File: config.mk
export PLATFORM = sky130hd
export DESIGN_NAME = sd_cmd_sender
export DESIGN_NICKNAME = d
export VERILOG_FILES = /design/src/rtl/sd_cmd_sender.sv
export SDC_FILE = /design/constraint.sdc
export NUM_CORES = 1
export LEC_CHECK = 0
export CORE_AREA = 2 2 94 96
export DETAILED_ROUTE_END_ITERATION = 12
export DIE_AREA = 0 0 96 98
export GPL_TIMING_DRIVEN = 1
export MAX_ROUTING_LAYER = met4
export PLACE_DENSITY = 0.83
export SYNTH_ARGS = -nofsm -noshare
export SYNTH_HDL_FRONTEND = slang
export SYNTH_SLANG_ARGS = --single-unit
export TNS_END_PERCENT = 10
File: constraint.sdc
create_clock -name clk -period 4.75 [get_ports clk]
set_clock_uncertainty 0.05 [all_clocks]
set_input_delay 0.475 -clock clk [delete_from_list [all_inputs] [get_ports clk]]
set_output_delay 0.475 -clock clk [all_outputs]
set_load 0.01 [all_outputs]
File: src/rtl/sd_cmd_sender.sv
// SD CMD-line transmitter: CRC7 load/wait handshake, then a 48-bit frame sent MSB-first, one bit per clk.
// Defining SD_CMD_NCC_EN adds an 8-cycle GAP after each frame, keeping the line idle for N_CC.
module sd_cmd_sender #(
  parameter int unsigned CRC_TIMEOUT = 63
) (
  input  logic        clk,
  input  logic        reset,
  input  logic        cmd_valid,
  output logic        cmd_ready,
  input  logic [5:0]  cmd_index,
  input  logic [31:0] cmd_arg,
  output logic        crc_load,
  output logic [39:0] crc_data,
  input  logic        crc_ready,
  input  logic [6:0]  crc_in,
  output logic        sd_cmd_out,
  output logic        sd_cmd_oe,
  output logic        done,
  output logic        crc_err
);

  typedef enum logic [2:0] {
    S_IDLE,
    S_LOAD,
    S_WAIT,
    S_SEND,
    S_DONE
`ifdef SD_CMD_NCC_EN
    , S_GAP
`endif
  } state_t;

  localparam logic [7:0] TIMEOUT_CNT = 8'(CRC_TIMEOUT);
  localparam logic [7:0] GAP_LAST    = 8'd7;

  state_t      state_q, state_d;
  logic [39:0] crc_data_q, crc_data_d;
  logic [47:0] frame_q, frame_d;
  logic [5:0]  bitcnt_q, bitcnt_d;
  logic [7:0]  cnt_q, cnt_d;
  logic        crc_err_q, crc_err_d;

  always_ff @(posedge clk) begin
    if (reset) begin
      state_q    <= S_IDLE;
      crc_data_q <= '0;
      frame_q    <= '0;
      bitcnt_q   <= '0;
      cnt_q      <= '0;
      crc_err_q  <= 1'b0;
    end else begin
      state_q    <= state_d;
      crc_data_q <= crc_data_d;
      frame_q    <= frame_d;
      bitcnt_q   <= bitcnt_d;
      cnt_q      <= cnt_d;
      crc_err_q  <= crc_err_d;
    end
  end

  always_comb begin
    state_d    = state_q;
    crc_data_d = crc_data_q;
    frame_d    = frame_q;
    bitcnt_d   = bitcnt_q;
    cnt_d      = cnt_q;
    crc_err_d  = 1'b0;
    case (state_q)
      S_IDLE: begin
        if (cmd_valid) begin
          crc_data_d = {2'b01, cmd_index, cmd_arg};
          state_d    = S_LOAD;
        end
      end
      // crc_ready may still be high from the previous command, so it is not looked at here
      S_LOAD: begin
        cnt_d   = '0;
        state_d = S_WAIT;
      end
      S_WAIT: begin
        cnt_d = cnt_q + 8'd1;
        if (crc_ready) begin
          frame_d  = {crc_data_q, crc_in, 1'b1};
          bitcnt_d = 6'd47;
          state_d  = S_SEND;
        end else if (cnt_d == TIMEOUT_CNT) begin
          crc_err_d = 1'b1;
          state_d   = S_IDLE;
        end
      end
      S_SEND: begin
        if (bitcnt_q == 6'd0) begin
          state_d = S_DONE;
        end else begin
          bitcnt_d = bitcnt_q - 6'd1;
        end
      end
      S_DONE: begin
`ifdef SD_CMD_NCC_EN
        cnt_d   = '0;
        state_d = S_GAP;
`else
        state_d = S_IDLE;
`endif
      end
`ifdef SD_CMD_NCC_EN
      S_GAP: begin
        cnt_d = cnt_q + 8'd1;
        if (cnt_q == GAP_LAST) begin
          state_d = S_IDLE;
        end
      end
`endif
      default: state_d = S_IDLE;
    endcase
  end

  assign cmd_ready  = (state_q == S_IDLE);
  assign crc_load   = (state_q == S_LOAD);
  assign crc_data   = crc_data_q;
  assign sd_cmd_oe  = (state_q == S_SEND);
  assign sd_cmd_out = (state_q == S_SEND) ? frame_q[bitcnt_q] : 1'b1;
  assign done       = (state_q == S_DONE);
  assign crc_err    = crc_err_q;

endmodule
* Yosys cells after proc, flatten, opt, wreduce, memory -nomap -nowiden
Index checks and enable logic that the tools add are counted.
** Word-level totals
- Input port bits :: 49
- Bits in registers :: 104
- Word-level logic and storage cells :: 42
** Operators by class
- Bitwise gates (word level) :: 1
- Reduce and logical (&&, ||, !) cells :: 9
- Eq/ne operators :: 10
- $add $sub $neg :: 2
- Mux-type cells :: 13
- Magnitude comparators :: 1
** Operator list (count)
- 8-bit case mux with 2 select lines :: 1
- 3-bit two-way mux :: 4
- 6-bit two-way mux :: 2
- 3-bit case mux with 4 select lines :: 1
- 6-bit case mux with 2 select lines :: 1
- 8-bit by 1-bit adder with 8-bit output (second input constant) :: 1
- 8-bit by 6-bit == test with 1-bit output (second input constant) :: 1
- 6-bit by 7-bit < comparator with 1-bit output (second input constant) :: 1
- 1-bit binary-select mux with 6-bit select :: 1
- 3-bit by 2-bit == test with 1-bit output (second input constant) :: 2
- 6-bit zero test :: 1
- 2-bit != test (second input constant) :: 3
- 3-bit AND reduction :: 2
- 6-bit by 1-bit subtractor with 6-bit output (second input constant) :: 1
- 2-bit AND reduction :: 2
- 2-bit nonzero test :: 2
- 3-bit by 1-bit == test with 1-bit output (second input constant) :: 1
- 3-bit == test (second input constant) :: 1
- 3-bit zero test :: 1
- 1-bit two-way mux :: 3
- 3-bit != test (second input constant) :: 1
- 3-bit OR reduction :: 1
- 2-bit by 1-bit != test with 1-bit output (second input constant) :: 1
- 1-bit inverter :: 1

* Logic depth before layout (Yosys ltp)
Gate-level depths: netlist of run 1.
- Word-level depth :: 5
- Gate-level depth with buffers :: 8
- Depth with buffers taken out :: 6

* Worst setup path after synthesis of run 1
No wires, ideal clock.
- Path kind :: register -> register
- Start :: register bitcnt_q[0]
- End :: register bitcnt_q[4]
- Data required time :: 4.620 ns
- Buffers on the path :: 2
- Setup time :: 0.080 ns
- Slack :: 2.675 ns
- Clock period less this slack :: 2.075 ns
- Data arrival time :: 1.946 ns
- Stages on the path, launching flop included :: 9
- Cell sequence :: dfxtp_1 -> buf_2 -> buf_2 -> inv_1 -> ha_1 -> a21oi_2 -> o21ai_2 -> or4_1 -> a211oi_2
** Between the ends
- Cells in the longest elaborated chain, start to end :: 3
- Elaborated cells on any way between the ends :: 6
- Classes of those cells :: 1 x add/sub; 1 x eq/ne; 2 x mux; 2 x reduce/logical
** RTL lines
- from (decl) :: RTL line 39 : logic [5:0] bitcnt_q, bitcnt_d;
- from (signal assigned) :: RTL line 55 : bitcnt_q <= bitcnt_d;
- 6-bit by 1-bit subtractor with 6-bit output / 6-bit zero test (equally long branches) :: RTL line 95, 92
- 6-bit two-way mux / 2-bit != test (equally long branches)
- 6-bit case mux with 2 select lines / 3-bit AND reduction (equally long branches)
Several ways; a longest one is shown, not always the timed one. The select of a mux whose other input is x is not followed.
A chain may end at the register's enable or synchronous reset.

* Worst setup path in the final report of run 1
- Start :: register bitcnt_q[0]
- End :: output sd_cmd_out
** Between the ends
- Cells in the longest elaborated chain, start to end :: 3
** RTL lines
- 1-bit binary-select mux with 6-bit select :: RTL line 122 : assign sd_cmd_out = (state_q == S_SEND) ? frame_q[bitcnt_q] : 1'b1;
- 1-bit two-way mux (implied by the code) :: RTL line 122
- 1-bit two-way mux :: RTL line 122
- to (decl) :: RTL line 16 : output logic sd_cmd_out,
No other way between the ends. The select of a mux whose other input is x is not followed.

==> results of run 1 <==
==> logic make-up (layout without fill, tap and decap cells) <==
| group | count (synthesis) | in the layout |
|---|---|---|
| fa+ha+maj | 4 | 4 |
| other cells | 1 | 1 |
| compound gates | 144 | 144 |
| mux | 21 | 21 |
| xor+xnor | 6 | 6 |
| flops | 104 | 104 |
| simple gates | 246 | 246 |
| buf+inv | 52 | 119 |
==> power breakdown <==
part / internal, mW / switching [mW]
clock network: 0.200 / 0.317
logic: 0.182 / 0.198
registers: 0.924 / 0.0704
total: 1.31 / 0.586
==> Yosys cell counts (3+ instances only) <==
library cell                  n
sky130_fd_sc_hd__a2111oi_0    3
sky130_fd_sc_hd__a21oi_1     99
sky130_fd_sc_hd__a22oi_1      5
sky130_fd_sc_hd__a31oi_1      5
sky130_fd_sc_hd__and2_1       3
sky130_fd_sc_hd__and3_1       3
sky130_fd_sc_hd__buf_2        9
sky130_fd_sc_hd__clkbuf_1    32
sky130_fd_sc_hd__dfxtp_1    104
sky130_fd_sc_hd__ha_1         4
sky130_fd_sc_hd__inv_1        6
sky130_fd_sc_hd__mux2i_1     19
sky130_fd_sc_hd__nand2_1    188
sky130_fd_sc_hd__nand3_1      5
sky130_fd_sc_hd__nor2_1      13
sky130_fd_sc_hd__nor2b_1     11
sky130_fd_sc_hd__nor3_1      10
sky130_fd_sc_hd__o21a_1       4
sky130_fd_sc_hd__o21ai_0     15
sky130_fd_sc_hd__or2_2        3
sky130_fd_sc_hd__xnor2_1      3
sky130_fd_sc_hd__xor2_1       3
==> area by class of cell <==
type	count	share of cell area [%]
Inverter	6	0.4040
Clock buffer	9	2.222
Timing Repair Buffer	97	17.19
Tap cell	108	2.424
Multi-Input combinational cell	422	39.26
Clock inverter	7	1.145
Sequential cell	104	37.35
==> critical path, stage by stage, from the launching register on <==
cell	delay, ns
sky130_fd_sc_hd__dfxtp_1	0.32
sky130_fd_sc_hd__buf_4	0.36
sky130_fd_sc_hd__mux2i_1	0.13
sky130_fd_sc_hd__a2111oi_0	0.43
sky130_fd_sc_hd__and3_1	0.21
sky130_fd_sc_hd__a31oi_1	0.04
sky130_fd_sc_hd__nand4_1	0.13
sky130_fd_sc_hd__clkdlybuf4s50_1	0.55
==> metrics by stage <==
step | cells | hold WS (ns) | area, um2
after global placement | 737 | 0.3910 | 5386
final | 753 | 0.4092 | 5574
after floorplan | 578 | 0.3831 | 4492
after CTS | 753 | 0.4096 | 5574
after global routing | 753 | 0.4337 | 5574
after detailed placement | 737 | 0.3963 | 5386
==> path summary, 6_finish.rpt <==
path	from	end	slack, ns	depth (start not counted)
min	frame_q[19]	frame_q[19]	0.41	2
max	bitcnt_q[0]	sd_cmd_out	1.68	7
min reg2reg	frame_q[19]	frame_q[19]	0.41	2
max reg2reg	state_q[1]	bitcnt_q[4]	1.84	5
==> flip-flops by register name, summed over array words and instances, names as in the netlist <==
signal	count
cnt_q	8
crc_err	1
frame_q	47
crc_data	39
bitcnt_q	6
state_q	3
==> metal layers <==
metal | vias to the layer above | GRT usage [%] | wire length [um]
met5 | - | - | 0
met4 | 0 | 5.714 | 163
met3 | 14 | 4.552 | 428
met2 | 91 | 36.06 | 5090
met1 | 1882 | 31.07 | 4859
li1 | 2061 | - | -
==> results.txt, run 1 <==
----------------------------------------------------
[Status]
  Outcome ... completed

[Placed design]
  Place WS ... approximately 1.7 ns
  Final weighted congestion of routability-driven global placement ... approximately 0.85
  Estimated wirelength of the detail-placed design ... 7.035 mm
  I/O Buffers ... 93

[Min path]
  Worst hold-check path type ... flip-flop to flip-flop

[Timing]
  Final clock period utilization by the worst path ... 64.69%
  Number of pins with negative max-slew slack in the final report ... 0
  Maximum frequency from static timing analysis ... around 330 MHz
  Final min period ... just over 3 ns
  Number of endpoints with negative hold slack in the final report ... 0
  Post-layout worst setup margin ... 1.677 ns
  Slew headroom ... 31.40%
  Worst slew pin tran ... between 1 and 1.5 ns
  Setup TNS ... 0 ns
  RSZ-0062 raised after global routing ... no
  Setup violators final ... 0

[Cells and area]
  Most common cell after layout, fill and taps aside ... sky130_fd_sc_hd__nand2_1
  Total of fill cells in the finished design ... a little under 700
  Reg area ... approximately 2100 um2
  Area Growth Syn to Fin ... 24.09%
  Layout net count ... 693
  Fraction of the core area covered by cells at the end of the flow ... roughly 66%
  Most used cells in the layout excluding fill and tap cells ... sky130_fd_sc_hd__nand2_1 (188), sky130_fd_sc_hd__dfxtp_1 (104), sky130_fd_sc_hd__a21oi_1 (99)
  Fraction of layout instances using a drive strength above 1 ... 4.961%
  Area taken by multi-input logic gates ... 2188 um2
  Antenna Cells ... 0

[CTS]
  Cell at the root of the clock tree ... sky130_fd_sc_hd__clkbuf_8
  Clock latency of the later-clocked register in the worst-skew pair ... roughly 0.37 ns
  TritonCTS clock tree ... yes
  Post-CTS Repair Setup Buffers ... 0
  Number of clock buffers inserted by TritonCTS ... 9
  Clock-pin slew on the worst setup and hold paths ... roughly 0.1 ns
  Hold-fix buffer count after cts ... 0
  # resized after CTS ... 0
  Deepest level of the CTS H-tree ... 3
  CTS sink cnt ... approximately 100
  Clock tree buffer depth ... 2

[Power]
  Pwr per Cell Area ... roughly 340 nW/um2
  Static leakage power ... approximately 1.9 nW
  Final total power ... roughly 1.9 mW
  Worst IR drop on VDD ... 0.1798 mV

[Synth]
  Portion of netlist area occupied by mux cells ... 5.237%
  Xor and xnor area share after synthesis ... roughly 1.2%
  Flip-flop and latch count after synthesis ... 104
  Ranking of synthesized cells by area ... sky130_fd_sc_hd__dfxtp_1 (46%), sky130_fd_sc_hd__nand2_1 (16%), sky130_fd_sc_hd__a21oi_1 (11%), sky130_fd_sc_hd__mux2i_1 (4.2%), sky130_fd_sc_hd__clkbuf_1 (2.7%)
  Number of different library cells in the post-synthesis netlist ... 46
  Compound-cell area share of the yosys netlist ... ~18%
  Biggest area consumer among synthesized cells ... sky130_fd_sc_hd__dfxtp_1
  Cells after Synth ... ~580
  Yosys synthesis warning count ... 0
  Post-synth EDFFs ... 0
  Simple-gate share of the synthesized area ... 23.15%
  Most used DFF post-synth ... sky130_fd_sc_hd__dfxtp_1
  Average instance area after synthesis ... 7.771 um2
  Yosys top cell area share ... between 40% and 50%
  Share of async-settable or async-resettable flops after synthesis ... 0%
  Sequential share of the synthesized area ... between 40% and 50%
  Netlist area before placement ... between 4000 and 5000 um2
  Adder-cell share of the synthesized area ... under 10%
  Combinational family with the most area after synthesis ... simple AND/OR/NAND/NOR gates
  Number of nets produced by synthesis ... 631

[Setup path]
  Required time reported for the critical path endpoint ... approximately 4.2 ns
  Type of element launching the critical path ... flip-flop
  Crit Path Class ... flip-flop to primary output
  Worst Path Max Fanout ... 26
  CP endpoint kind ... primary output
  Data arrival time of the worst path ... approximately 2.6 ns

[Global route]
  Initial antenna violation count ... 0
  Wire length of the first global-routing pass ... 17.13 mm
  Overflow after GRT ... 0
  Largest net degree at the start of global routing ... 105
  Number of global-route vias before repair ... roughly 3.7k
  Global routing usage summed across all routing layers ... between 20% and 30%

[Drt]
  Via count ... 4,048
  Post-route DRC ... 0
  Per-cell via count in the routed design ... 5.376
  Average wire length per cell after detail routing ... approximately 14 um
  Initial DRC Count ... approximately 210
  Detail Route Antenna Nets ... 0
  Total routed wirelength ... 10.54 mm
  Initial DRT Pass Iterations ... 5

[Floorplan]
  Vertical die dimension ... 98 um
  Placement Rows ... 34
  Die Footprint ... ~9400 um2
  Initial core utilization ... 53.06%
  Number of top-level pins ... 95
  Die X ... approximately 96 um
  Core area ... between 8000 and 9000 um2

[Flow run]
  Count of maximum capacitance violations ... 0

----------------------------------------------------
Note: power is estimated with default switching activity, not from simulation.
==> run 2: changes to the inputs <==
Settings changed: CORE_AREA 2 2 94 96 to 2 2 97 99, DIE_AREA 0 0 96 98 to 0 0 99 101, PLACE_DENSITY 0.83 to 0.79.
Clock period 4.75 ns to 3.2 ns, I/O delays scaled along.
==> run 2 against run 1 <==
Net effect: global-route usage decreased by 1.4 points; non-clock buffer count grew 3; worst hold slack lost 0.00062 ns.
==> results.txt, run 2 (synthesis gave the netlist of run 1 again) <==
----------------------------------------------------
[Timing]
  Worst slew pin tran ... 1.019 ns (-0.009660 ns)
  Maximum frequency from static timing analysis ... around 330 MHz
  Final min period ... around 3 ns
  Post-layout worst setup margin ... 0.1856 ns (-1.492 ns)
  RSZ-0062 raised after global routing ... no
  Number of endpoints with negative hold slack in the final report ... 0 (unchanged)
  Setup violators final ... 0 (unchanged)
  Final clock period utilization by the worst path ... between 90% and 100%
  Number of pins with negative max-slew slack in the final report ... 0 (unchanged)
  Setup TNS ... 0 ns (unchanged)
  Slew headroom ... 32.04% (+0.64 points)

[Cells and area]
  Non-filler instance count after layout ... 759 (+0.80%)
  Most flop-heavy register ... frame_q
  Total of fill cells in the finished design ... 830 (+20%)
  Area taken by multi-input logic gates ... 2188 um2 (unchanged)
  Final non-filler cell area ... 5604 um2 (+0.54%)
  Number of flip-flops under the largest register name ... 47 (unchanged)
  Fraction of layout instances using a drive strength above 1 ... 5.247% (+0.29 points)
  Area Growth Syn to Fin ... 24.76%
  Antenna Cells ... 0 (unchanged)
  Layout net count ... 696 (+0.43%)
  Most common cell after layout, fill and taps aside ... sky130_fd_sc_hd__nand2_1
  Most used cells in the layout excluding fill and tap cells ... sky130_fd_sc_hd__nand2_1 (188), sky130_fd_sc_hd__dfxtp_1 (104), sky130_fd_sc_hd__a21oi_1 (99)
  Reg area ... 2082 um2 (unchanged)

[Flow run]
  Count of maximum capacitance violations ... 0 (unchanged)

[Power]
  Worst IR drop on VDD ... 0.2531 mV (+41%)
  Pwr per Cell Area ... 499.0 nW/um2 (+47%)
  Static leakage power ... 1.878 nW (+0.85%)

[Global route]
  Initial antenna violation count ... 0 (unchanged)
  Global routing usage summed across all routing layers ... 21.84% (-1.4 points)
  Number of global-route vias before repair ... 3,749 (+0.16%)
  Wire length of the first global-routing pass ... 17.34 mm (+1.2%)
  Overflow after GRT ... 0 (unchanged)
  Largest net degree at the start of global routing ... 105 (unchanged)

[Min path]
  Count of cells along the worst hold path ... 2 (unchanged)
  Hold path endpoint ... frame_q[14]
  Start point of the worst min-delay path ... frame_q[14]
  Worst hold-check path type ... flip-flop to flip-flop

[Setup path]
  Required time reported for the critical path endpoint ... 2.83 ns (-1.39 ns)
  Launch point of the worst reg-to-reg path ... bitcnt_q[0]
  Reg2reg end ... bitcnt_q[4]
  Slack of the worst reg-to-reg path ... 0.83 ns (-1.01 ns)
  Worst Path Max Fanout ... 18 (-31%)
  Depth of the most critical reg-to-reg path ... 7 (+2)
  CP endpoint kind ... primary output
  Crit Path Class ... flip-flop to primary output
  Data arrival time of the worst path ... 2.64 ns (+0.09 ns)
  Type of element launching the critical path ... flip-flop

[Placed design]
  Place WS ... 0.5615 ns (-1.170 ns)
  Estimated wirelength of the detail-placed design ... 7.151 mm (+1.7%)
  I/O Buffers ... 93 (unchanged)
  Final weighted congestion of routability-driven global placement ... 0.8912 (+4.9%)
  Placement Cell Area ... 5425 um2 (+0.72%)
  Placed Cells incl. Taps ... 743 (+0.81%)

[Floorplan]
  Initial core utilization ... 50.03% (-3.0 points)
  Vertical die dimension ... 101 um (+3.1%)
  Core area ... 8977 um2 (+6.0%)
  Number of top-level pins ... 95 (unchanged)
  Die Footprint ... 9999 um2 (+6.3%)
  Die X ... 99 um (+3.1%)
  Placement Rows ... 35 (+2.9%)

[CTS]
  TritonCTS clock tree ... yes
  Post-CTS Repair Setup Buffers ... 0 (unchanged)
  CTS sink cnt ... 104 (unchanged)
  Clock tree buffer depth ... 2 (unchanged)
  Cell at the root of the clock tree ... sky130_fd_sc_hd__clkbuf_8
  Clock latency of the later-clocked register in the worst-skew pair ... 0.36 ns (about the same)
  Number of clock buffers inserted by TritonCTS ... 9 (unchanged)
  Deepest level of the CTS H-tree ... 3 (unchanged)
  Hold-fix buffer count after cts ... 0 (unchanged)
  # resized after CTS ... 0 (unchanged)
  Clock-pin slew on the worst setup and hold paths ... 0.10 ns (about the same)

[Drt]
  Total routed wirelength ... 10.52 mm (-0.22%)
  Post-route DRC ... 0 (unchanged)
  Initial DRT Pass Iterations ... 4 (-1)
  Via count ... 4,035 (-0.32%)
  Average wire length per cell after detail routing ... 13.86 um (-1.0%)
  Detail Route Antenna Nets ... 0 (unchanged)
  Initial DRC Count ... 195 (-4.9%)
  Per-cell via count in the routed design ... 5.316 (-1.1%)

[Status]
  Outcome ... completed

----------------------------------------------------
## run 2: changes by cell type in the layout (fill, tap and decap cells not counted), sizes merged
cell	delta
buf	+3
clkbuf	+2
clkinv	-2
## run 2: cell type report
class                      instances  share of cell area, %
multi-input combinational        422                  39.05
sequential                       104                  37.15
timing repair buffer             100                  17.73
clock buffer                      11                  2.523
tap                              111                  2.478
clock inverter                     5                 0.6698
inverter                           6                 0.4019
## run 2: how the worst max path moves through the flow
| stage | start | end | slack, ns | depth (start not counted) |
|---|---|---|---|---|
| detailed placement | bitcnt_q[0] | sd_cmd_out | 0.56 | 7 |
| CTS | bitcnt_q[0] | sd_cmd_out | 0.17 | 7 |
| finish | bitcnt_q[0] | sd_cmd_out | 0.19 | 7 |
| floorplan | bitcnt_q[0] | bitcnt_q[4] | 1.12 | 8 |
| global placement | bitcnt_q[0] | sd_cmd_out | 0.64 | 7 |
| global route | bitcnt_q[0] | sd_cmd_out | 0.06 | 7 |
## run 2: per-stage QoR
step / power [mW] / utilization (%) / hold slack, ns
detailed placement: 2.076 / 60.43 / 0.3984
global placement: 2.065 / 60.43 / 0.3937
CTS: 2.819 / 62.43 / 0.4113
global route: 2.930 / 62.43 / 0.4368
finish: 2.796 / 62.43 / 0.4086
floorplan: 1.828 / - / 0.3597
## run 2: power by group
group	internal, mW	switching (mW)
Sequential	1.37	0.0931
Clock	0.309	0.445
Combinational	0.279	0.299
Total	1.96	0.837
## run 2: layer usage
layer | up-vias | global-route usage, % | routed length [um]
li1 | 2065 | - | -
met1 | 1869 | 29.39 | 5063
met2 | 93 | 34.51 | 4977
met3 | 8 | 3.537 | 367
met4 | 0 | 5.690 | 109
met5 | - | - | 0
## run 2: worst max-delay path, stage by stage (launching register included)
cell	delay (ns)
sky130_fd_sc_hd__dfxtp_1	0.68
sky130_fd_sc_hd__buf_12	0.24
sky130_fd_sc_hd__mux4_2	0.52
sky130_fd_sc_hd__nand2_1	0.08
sky130_fd_sc_hd__nand2_1	0.06
sky130_fd_sc_hd__nand3_1	0.07
sky130_fd_sc_hd__nand4_1	0.12
sky130_fd_sc_hd__clkdlybuf4s50_1	0.51
